**src/rtl/decode_scoreboard_pkg.sv**
```systemverilog
// Shared opcode encodings and instruction field positions for the decode-stage
// scoreboard and its destination decoders.
package decode_scoreboard_pkg;

    typedef enum logic [4:0] {
        OP_ALU  = 5'b00000,
        OP_BNE  = 5'b00010,
        OP_JAL  = 5'b00011,
        OP_JR   = 5'b00100,
        OP_ADDI = 5'b00101,
        OP_BLT  = 5'b00110,
        OP_SW   = 5'b00111,
        OP_LW   = 5'b01000,
        OP_SETX = 5'b11110
    } opcode_e;

    localparam logic [4:0] LINK_REG = 5'd31;
    localparam int         FIELD_W  = 5;
    localparam int         OPC_LSB  = 27;
    localparam int         RD_LSB   = 22;
    localparam int         RS_LSB   = 17;
    localparam int         RT_LSB   = 12;

endpackage

```
**src/rtl/decode_scoreboard_dest_decode.sv**
```systemverilog
// Extracts whether an instruction writes a register and which one; used for
// both the decode-side push and the writeback-side pop.
module dest_decode
    import decode_scoreboard_pkg::*;
(
    input  logic [31:0] instr_i,
    output logic        writes_o,
    output logic [4:0]  dest_o
);

    logic [4:0] op;
    logic       unused_bits;

    assign op          = instr_i[OPC_LSB +: FIELD_W];
    assign unused_bits = ^instr_i[RD_LSB-1:0];

    always_comb begin
        writes_o = 1'b0;
        case (op)
            OP_ALU, OP_JAL, OP_ADDI, OP_LW, OP_SETX: writes_o = 1'b1;
            default:                                 writes_o = 1'b0;
        endcase
        // jal links into r31 regardless of the rd field
        dest_o = (op == OP_JAL) ? LINK_REG : instr_i[RD_LSB +: FIELD_W];
    end

endmodule

```
**src/rtl/decode_scoreboard.sv**
```systemverilog
// Decode-stage hazard unit: in-order FIFO of pending destination registers,
// pushed on issue, popped on writeback retire, trimmed on flush.
module decode_scoreboard
    import decode_scoreboard_pkg::*;
#(
    parameter int DEPTH     = 4,
    parameter bit WB_BYPASS = 1'b1,
    parameter int CNT_W     = 3
) (
    input  logic             clock,
    input  logic             reset_n,
    input  logic [31:0]      d_instruction,
    input  logic             d_valid,
    input  logic             d_advance,
    input  logic [31:0]      w_instruction,
    input  logic             w_valid,
    input  logic             flush,
    input  logic [1:0]       flush_count,
    output logic             stall,
    output logic             issue,
    output logic [CNT_W-1:0] inflight_count,
    output logic             underflow_error
);

    localparam int PTR_W = $clog2(DEPTH);

    logic             d_writes, w_writes;
    logic [4:0]       d_dest, w_dest;
    logic [4:0]       d_op, d_rs, d_rt, d_rd;
    logic             use_rs, use_rt, use_rd;

    logic [4:0]       dest_q [DEPTH];
    logic [DEPTH-1:0] vld_q, vld_d;
    logic [PTR_W-1:0] head_q, head_d, tail_q, tail_d;
    logic [CNT_W-1:0] count_q, count_d;
    logic             err_q, err_d;

    logic             pop_req, pop, push, empty, full, hazard, match, d_writer;
    logic [CNT_W-1:0] cnt_pop, trim;
    logic [PTR_W-1:0] off;

    dest_decode u_d_dest (
        .instr_i  (d_instruction),
        .writes_o (d_writes),
        .dest_o   (d_dest)
    );

    dest_decode u_w_dest (
        .instr_i  (w_instruction),
        .writes_o (w_writes),
        .dest_o   (w_dest)
    );

    assign d_op = d_instruction[OPC_LSB +: FIELD_W];
    assign d_rd = d_instruction[RD_LSB  +: FIELD_W];
    assign d_rs = d_instruction[RS_LSB  +: FIELD_W];
    assign d_rt = d_instruction[RT_LSB  +: FIELD_W];

    always_comb begin
        use_rs = 1'b0;
        use_rt = 1'b0;
        use_rd = 1'b0;
        case (d_op)
            OP_ALU:                begin use_rs = 1'b1; use_rt = 1'b1; end
            OP_ADDI, OP_LW:        use_rs = 1'b1;
            OP_SW, OP_BNE, OP_BLT: begin use_rs = 1'b1; use_rd = 1'b1; end
            OP_JR:                 use_rd = 1'b1;
            default:               ;
        endcase
    end

    assign empty   = (count_q == '0);
    assign full    = (count_q == CNT_W'(DEPTH));
    assign pop_req = w_valid & w_writes & (w_dest != 5'd0);
    assign pop     = pop_req & ~empty;

    // With a write-through register file the retiring head is already readable.
    always_comb begin
        match = 1'b0;
        for (int i = 0; i < DEPTH; i++) begin
            if (vld_q[i] && !(WB_BYPASS && pop && (PTR_W'(i) == head_q))) begin
                if ((use_rs && d_rs != 5'd0 && d_rs == dest_q[i]) ||
                    (use_rt && d_rt != 5'd0 && d_rt == dest_q[i]) ||
                    (use_rd && d_rd != 5'd0 && d_rd == dest_q[i]))
                    match = 1'b1;
            end
        end
    end

    assign hazard   = d_valid & match;
    assign d_writer = d_valid & d_writes & (d_dest != 5'd0);
    assign stall    = hazard | (d_writer & full);
    assign issue    = d_valid & d_advance & ~stall & ~flush;
    assign push     = issue & d_writes & (d_dest != 5'd0);

    always_comb begin
        cnt_pop = count_q - CNT_W'(pop);
        trim    = '0;
        if (flush)
            trim = (CNT_W'(flush_count) < cnt_pop) ? CNT_W'(flush_count) : cnt_pop;
        count_d = cnt_pop - trim + CNT_W'(push);
        head_d  = head_q + PTR_W'(pop);
        tail_d  = tail_q - PTR_W'(trim) + PTR_W'(push);
        err_d   = err_q | (pop_req & empty);
        off     = '0;
        // An entry is live when its distance from the new head is below the new count.
        for (int i = 0; i < DEPTH; i++) begin
            off      = PTR_W'(i) - head_d;
            vld_d[i] = (CNT_W'(off) < count_d);
        end
    end

    always_ff @(posedge clock or negedge reset_n) begin
        if (!reset_n) begin
            head_q  <= '0;
            tail_q  <= '0;
            count_q <= '0;
            vld_q   <= '0;
            err_q   <= 1'b0;
        end else begin
            head_q  <= head_d;
            tail_q  <= tail_d;
            count_q <= count_d;
            vld_q   <= vld_d;
            err_q   <= err_d;
        end
    end

    always_ff @(posedge clock) begin
        if (push)
            dest_q[tail_q] <= d_dest;
    end

    assign inflight_count  = count_q;
    assign underflow_error = err_q;

endmodule

```
**config.mk**
```make
export PLATFORM = sky130hd
export DESIGN_NAME = decode_scoreboard
export DESIGN_NICKNAME = d
export VERILOG_FILES = /design/src/rtl/decode_scoreboard_pkg.sv /design/src/rtl/decode_scoreboard_dest_decode.sv /design/src/rtl/decode_scoreboard.sv
export SDC_FILE = /design/constraint.sdc
export NUM_CORES = 1
export LEC_CHECK = 0
export CORE_MARGIN = 2
export CORE_UTILIZATION = 39
export CTS_CLUSTER_SIZE = 25
export DETAILED_ROUTE_END_ITERATION = 10
export PLACE_DENSITY = 0.68
export SYNTH_ARGS = -nofsm -noshare
export SYNTH_HDL_FRONTEND = slang
export SYNTH_SLANG_ARGS = --single-unit
```
**constraint.sdc**
```tcl
create_clock -name clock -period 5.1 [get_ports clock]
set_clock_uncertainty 0.2 [all_clocks]
set_input_delay 0.765 -clock clock [delete_from_list [all_inputs] [get_ports clock]]
set_output_delay 0.765 -clock clock [all_outputs]
set_load 0.005 [all_outputs]
```
==> results.md, run 1 <==
- Sequential cell area: ~900 µm²
- Actual slew at the worst max-slew pin: around 0.75 ns
- Vias in the first global route: around 2.2k
- Count of distinct cell types in the synthesized netlist: 52
- Std-Cell Rows: 29
- Crit path max-delay family: adder cells
- Floorplan Core Area: approximately 0.0064 mm²
- Sequential share of the synthesized area: about a third
- Via count: between 2k and 2.5k
- Total length of routed wires: between 6 and 7 mm
- Ports: just under 80
- Share of the core filled with cells: between 50% and 60%
- Period minus WS final: 4.986 ns
- Critical path cell sequence: clkdlybuf4s50_1, or4_1, a211o_1, o211ai_2, nor2_2, ha_2, ha_4, ha_4, o21ai_4, a21oi_2, nand2_1, o211a_1, ha_1, inv_1, ha_2, inv_2, fa_2, ha_4, a21oi_2, or2_4
- Leakage power: between 1 and 1.5 nW
- Antenna Diode Count: 0
- Final setup vio count: 0
- Largest net degree at the start of global routing: 13
- DRC violation total after the first TritonRoute iteration: roughly 160
- Overall overflow remaining after global route: 0
- Via-per-instance ratio: approximately 5.5
- Nets@finish: just over 400
- Die X-Extent: ~86 µm
- All-Layer GR Usage: between 10% and 20%
- Top cell type by total area after synthesis: edfxtp_1
- Total design power: approximately 1.4 mW
- Multi-input gate area: around 0.0017 mm²
- Period utilisation layout: slightly below 100%
- Areal power density over the cells: between 400 and 500 mW/mm²
- CTS H-tree lvls: 2
- Hold-fix buffer count after cts: 0
- Post-Syn Area: 0.002621 mm²
- Effective utilization at floorplan: 40.81%
- Count of buffers from port buffering: 43
- Post-placement setup slack: -0.4085 ns
- Post-CTS clock slew at the launch and capture registers of the worst setup and hold paths: approximately 0.06 ns
- Largest stage delay on the critical path: 0.56 ns
- Critical-path top delay cell: fa_2
- Smallest setup slack after layout: roughly 0.11 ns
- Die extent in y: 85.98 µm
- Critical path capture point type: flip-flop
- WP buf/inv: 3
- Fill cell total of the finished layout: ~550
- Critical path class: in2reg
- Share of cells above drive strength 1: between 20% and 30%
- Max-slew violations: 0
- Wire length of the first global-routing pass: around 10 mm
- Post-synth EDFFs: 20
- Post-Synthesis Cells: 263
- Remaining antenna violation count after routing: 0
- Syn nets: approximately 350
- Skew-Pair Late Insertion Delay: roughly 0.28 ns
- Buffer levels on the longest clock path: 2
- Ys Warns: 0
- Half-perimeter wire length of the detailed placement result: approximately 5.1 mm
- Max Fclk: roughly 200 MHz
- Kind of path behind the tightest hold check: reg2reg
- Final hold vios: 0
- Top FF cell, synth: edfxtp_1
- FF+latch count, synth: 32
- IR drop worst, VDD: 0.2356 mV
- Async S/R FF share, synth: between 30 and 40%
- Max Cap Viol: 0
- Initial antenna violation count: 0
- Peak fanout along the critical path: 4
- Root buffer selected by CTS: clkbuf_8
- Detailed Routing Iterations Pass 1: 4
- CP most frequent cell: ha_4
- TritonCTS clock tree: yes
- Layout overhead on the synthesized area: 32.46%
- Data arrival, critical path: 4.95 ns
- Most common library cell in the layout ignoring fill and taps: xnor2_1
- Final RePlAce weighted congestion: around 0.88
- Rel. slew slack: 49.32%
- Routed wire per std cell: between 15 and 20 µm
- Number of buffers created by CTS: 5
- CP startpoint kind: input pin
- Mean instance size in the synthesized netlist: ~10 µm²
- Most frequent cells in the layout: xnor2_1, clkdlybuf4s50_1, buf_4
- Biggest area contributors in the synthesized netlist: edfxtp_1, xnor2_1, dfrtp_1
- Top-area cell type share of the netlist area: between 20% and 30%
- Clk sinks: 32
- Die footprint: 0.007393 mm²
- Final routed DRC violation total: 0
- Result of the run: complete, no violations
- Required time of the worst setup path: approximately 5 ns
-- flip-flops by register name (all words and copies together), names as in the netlist --
register and flops:
dest_q 20, underflow_error 1, inflight_count 3, vld_q 4, head_q 2, tail_q 2
-- synthesized netlist by cell type (all sizes together) (7+ instances only) --
master / n
a21oi: 7
buf: 7
clkbuf: 8
dfrtp: 12
edfxtp: 20
ha: 13
inv: 12
nand2: 13
nand4: 12
nor2: 8
nor3: 11
nor4: 9
or2: 9
xnor2: 58
xor2: 10
-- power breakdown --
| group | internal [mW] | leakage [nW] | switching, mW |
|---|---|---|---|
| clock network | 0.145 | 0.0552 | 0.0919 |
| logic | 0.442 | 0.899 | 0.362 |
| registers | 0.333 | 0.315 | 0.0576 |
| total | 0.920 | 1.27 | 0.511 |
-- routing by layer --
metal	vias up	GRT usage [%]	share of wire, %	wire length, µm
li1	1061	-	-	-
met5	-	0	0	0
met4	0	6.494	1.6	108
met1	1057	24.46	44	2924
met3	9	3.369	5.7	380
met2	59	29.74	49	3234
-- worst paths after layout --
| kind | start | end | slack (ns) | cells past startpoint |
|---|---|---|---|---|
| min | underflow_error | underflow_error | 0.27 | 1 |
| max in group asynchronous | reset_n | inflight_count[0] | 3.67 | 1 |
| min reg2reg | underflow_error | underflow_error | 0.27 | 1 |
| max | w_instruction[24] | vld_q[1] | 0.11 | 20 |
| min in group asynchronous | reset_n | tail_q[1] | 0.65 | 1 |
| max reg2reg | inflight_count[2] | vld_q[1] | 0.91 | 17 |
-- layout make-up --
class | count | area share [%]
clock buffer | 6 | 2.090
clock inverter | 2 | 1.009
inverter | 12 | 1.297
multi-input combinational | 204 | 49.15
sequential | 32 | 25.95
tap | 77 | 2.775
timing repair buffer | 67 | 17.73
-- cells by family after synthesis --
kind of cell	share of synthesized area (%)
and+or+nand+nor	21.05
xor gates and xnor gates	22.72
DFF	34.37
AOI/OAI and AO/OA	10.02
buffers and inverters	4.439
adders and majority gates	6.969
muxes	0.4296
-- timing repair --
item	in CTS	in global routing
setup buffers	1	4
setup endpoints to repair	3	4
resized for setup	6	15
pin swaps	3	14
-- metrics by stage --
| step | std cells | setup TNS [ns] | area [µm²] | hold WS (ns) |
|---|---|---|---|---|
| 3_5_place_dp | 387 | -1.465 | 3219 | 0.2722 |
| 2_1_floorplan | 263 | 0 | 2621 | 0.2678 |
| 4_1_cts | 396 | 0 | 3390 | 0.2820 |
| 5_1_grt | 400 | -0.06972 | 3472 | 0.2964 |
| 3_3_place_gp | 387 | -1.313 | 3219 | 0.2587 |
| 6_report | 400 | 0 | 3472 | 0.2742 |
Note: power is estimated with default switching activity, not from simulation.
==> run 2: changes to the inputs <==
--- a/config.mk
+++ b/config.mk
@@ -5,6 +5,7 @@
 export SDC_FILE = /design/constraint.sdc
 export NUM_CORES = 1
 export LEC_CHECK = 0
+export CORE_ASPECT_RATIO = 0.8
 export CORE_MARGIN = 2
 export CORE_UTILIZATION = 39
 export CTS_CLUSTER_SIZE = 25
==> constraint.sdc (replaced) <==
create_clock -name clock -period 6.5 [get_ports clock]
set_clock_uncertainty 0.2 [all_clocks]
set_input_delay 0.975 -clock clock [delete_from_list [all_inputs] [get_ports clock]]
set_output_delay 0.975 -clock clock [all_outputs]
set_load 0.005 [all_outputs]
==> results.md, run 2 (synthesis results as in run 1) <==
- Result of the run: complete, no violations
- Highest Signal Layer: met4
- Via-per-instance ratio: approximately 5.4
- Share of the core filled with cells: between 40% and 50%
- Ports: a little under 80
- Final hold slack: ~0.3 ns
- Vias in the first global route: between 1.5k and 2k
- Skew-Pair Late Insertion Delay: about 0.29 ns
- Share of cells above drive strength 1: 8.696%
- Max-slew violations: 0
- Via count: 2078
- Max Fclk: ~180 MHz
- Antenna Diode Count: 0
- Hold-fix buffer count after cts: 0
- Largest net degree at the start of global routing: 13
- Max Cap Viol: 0
- Wire length of the first global-routing pass: 9.804 mm
- Total negative slack: 0 ns
- Number of buffers created by CTS: 5
- Final hold vios: 0
- Routed wire length on met2: between 2 and 3 mm
- Critical path capture point type: flip-flop
- Detailed Routing Iterations Pass 1: 4
- Actual slew at the worst max-slew pin: between 0.7 and 0.8 ns
- Die footprint: 0.007397 mm²
- Register name with the most flops: dest_q
- Final RePlAce weighted congestion: roughly 0.84
- Floorplan Core Area: 0.006441 mm²
- Period minus WS final: about 5.6 ns
- IR drop worst, VDD: 0.1446 mV
- All-Layer GR Usage: 17.66%
- Die X-Extent: between 90 and 100 µm
- DRC violation total after the first TritonRoute iteration: 125
- Leakage power: 1.135 nW
- Post-CTS Resized: 0
- Rel. slew slack: 48.83%
- CTS H-tree lvls: 2
- Kind of path behind the tightest hold check: reg2reg
- Data arrival, critical path: between 5 and 6 ns
- Areal power density over the cells: approximately 290 mW/mm²
- Post-CTS clock slew at the launch and capture registers of the worst setup and hold paths: 0.07 ns
- Required time of the worst setup path: about 6.5 ns
- Nets@finish: 384
- Fill cell total of the finished layout: between 600 and 700
- CP startpoint kind: input pin
- Std-Cell Rows: 26
- Half-perimeter wire length of the detailed placement result: between 5 and 6 mm
- Number of flip-flops under the largest register name: 20
- Final routed DRC violation total: 0
- Length of routed wiring on met1: 3.060 mm
- Final setup vio count: 0
- Count of buffers from port buffering: between 40 and 50
- Most common library cell in the layout ignoring fill and taps: xnor2_1
- Effective utilization at floorplan: around two fifths
- Setup repair after global routing missed its margin: no
- Period utilisation layout: 86.74%
- Total length of routed wires: roughly 6.3 mm
- Clk sinks: 32
- Routed wire per std cell: approximately 16 µm
- Critical path class: in2reg
- Total design power: 0.9117 mW
- Most frequent cells in the layout: xnor2_1, clkdlybuf4s50_1, edfxtp_1
- Met3 wire length: 347 µm
- Peak fanout along the critical path: 6
- Root buffer selected by CTS: clkbuf_8
- Buffer levels on the longest clock path: 2
- TritonCTS clock tree: yes
- Initial antenna violation count: 0
- Layout overhead on the synthesized area: 21.77%
- Remaining antenna violation count after routing: 0
- Overall overflow remaining after global route: 0
- Die extent in y: just under 80 µm
- Setup bufs post-CTS: 0
[run 2: worst paths after layout]
| kind | start | slack [ns] | cells after the start | to |
|---|---|---|---|---|
| setup / recovery | w_instruction[22] | 0.86 | 20 | vld_q[1] |
| hold / removal | underflow_error | 0.29 | 1 | underflow_error |
| setup reg to reg | inflight_count[2] | 2.04 | 17 | vld_q[1] |
| hold reg to reg | underflow_error | 0.29 | 1 | underflow_error |
| max in group asynchronous | reset_n | 4.85 | 1 | head_q[0] |
| min in group asynchronous | reset_n | 0.86 | 1 | tail_q[0] |
[run 2: metrics by stage]
stage                     instances  setup slack (ns)  instance area (µm²)
after CTS                       383            0.8614                 3192
after floorplan                 263             1.309                 2621
after global placement          375            0.6689                 3085
after global routing            383            0.6243                 3192
final                           383            0.8618                 3192
after detailed placement        375            0.5764                 3085
[run 2: worst max-delay path, cell delays in order]
cell             delay, ns
clkdlybuf4s50_1       0.39
or4_1                 0.51
a211o_1               0.29
o211ai_2              0.12
nor2_1                0.13
ha_1                  0.21
ha_1                  0.32
ha_1                  0.28
o21ai_0               0.08
a21oi_1               0.29
nand2_1               0.09
o211a_1               0.16
ha_1                  0.28
inv_1                 0.06
ha_1                  0.12
inv_1                 0.05
fa_1                  0.57
ha_1                  0.35
a21oi_1               0.07
or2_2                 0.27
[run 2: final cells by class]
cell class,count,area [µm²],area share (%)
Timing Repair Buffer,43,430.4,13.48
Sequential cell,32,900.9,28.22
Inverter,12,45.04,1.411
Clock inverter,3,37.54,1.176
Multi-Input combinational cell,204,1604,50.25
Clock buffer,5,68.82,2.156
Tap cell,84,105.1,3.293
[run 2: power by group]
group | internal [mW] | leakage, nW | switching, mW
registers | 0.261 | 0.315 | 0.0443
clock network | 0.111 | 0.0532 | 0.0722
logic | 0.216 | 0.767 | 0.206
[run 2: per-layer routing]
metal	track usage, %	up-vias
li1	-	1012
met1	25.22	1008
met2	26.08	51
met3	3.733	7
met4	6.571	0
met5	0	-
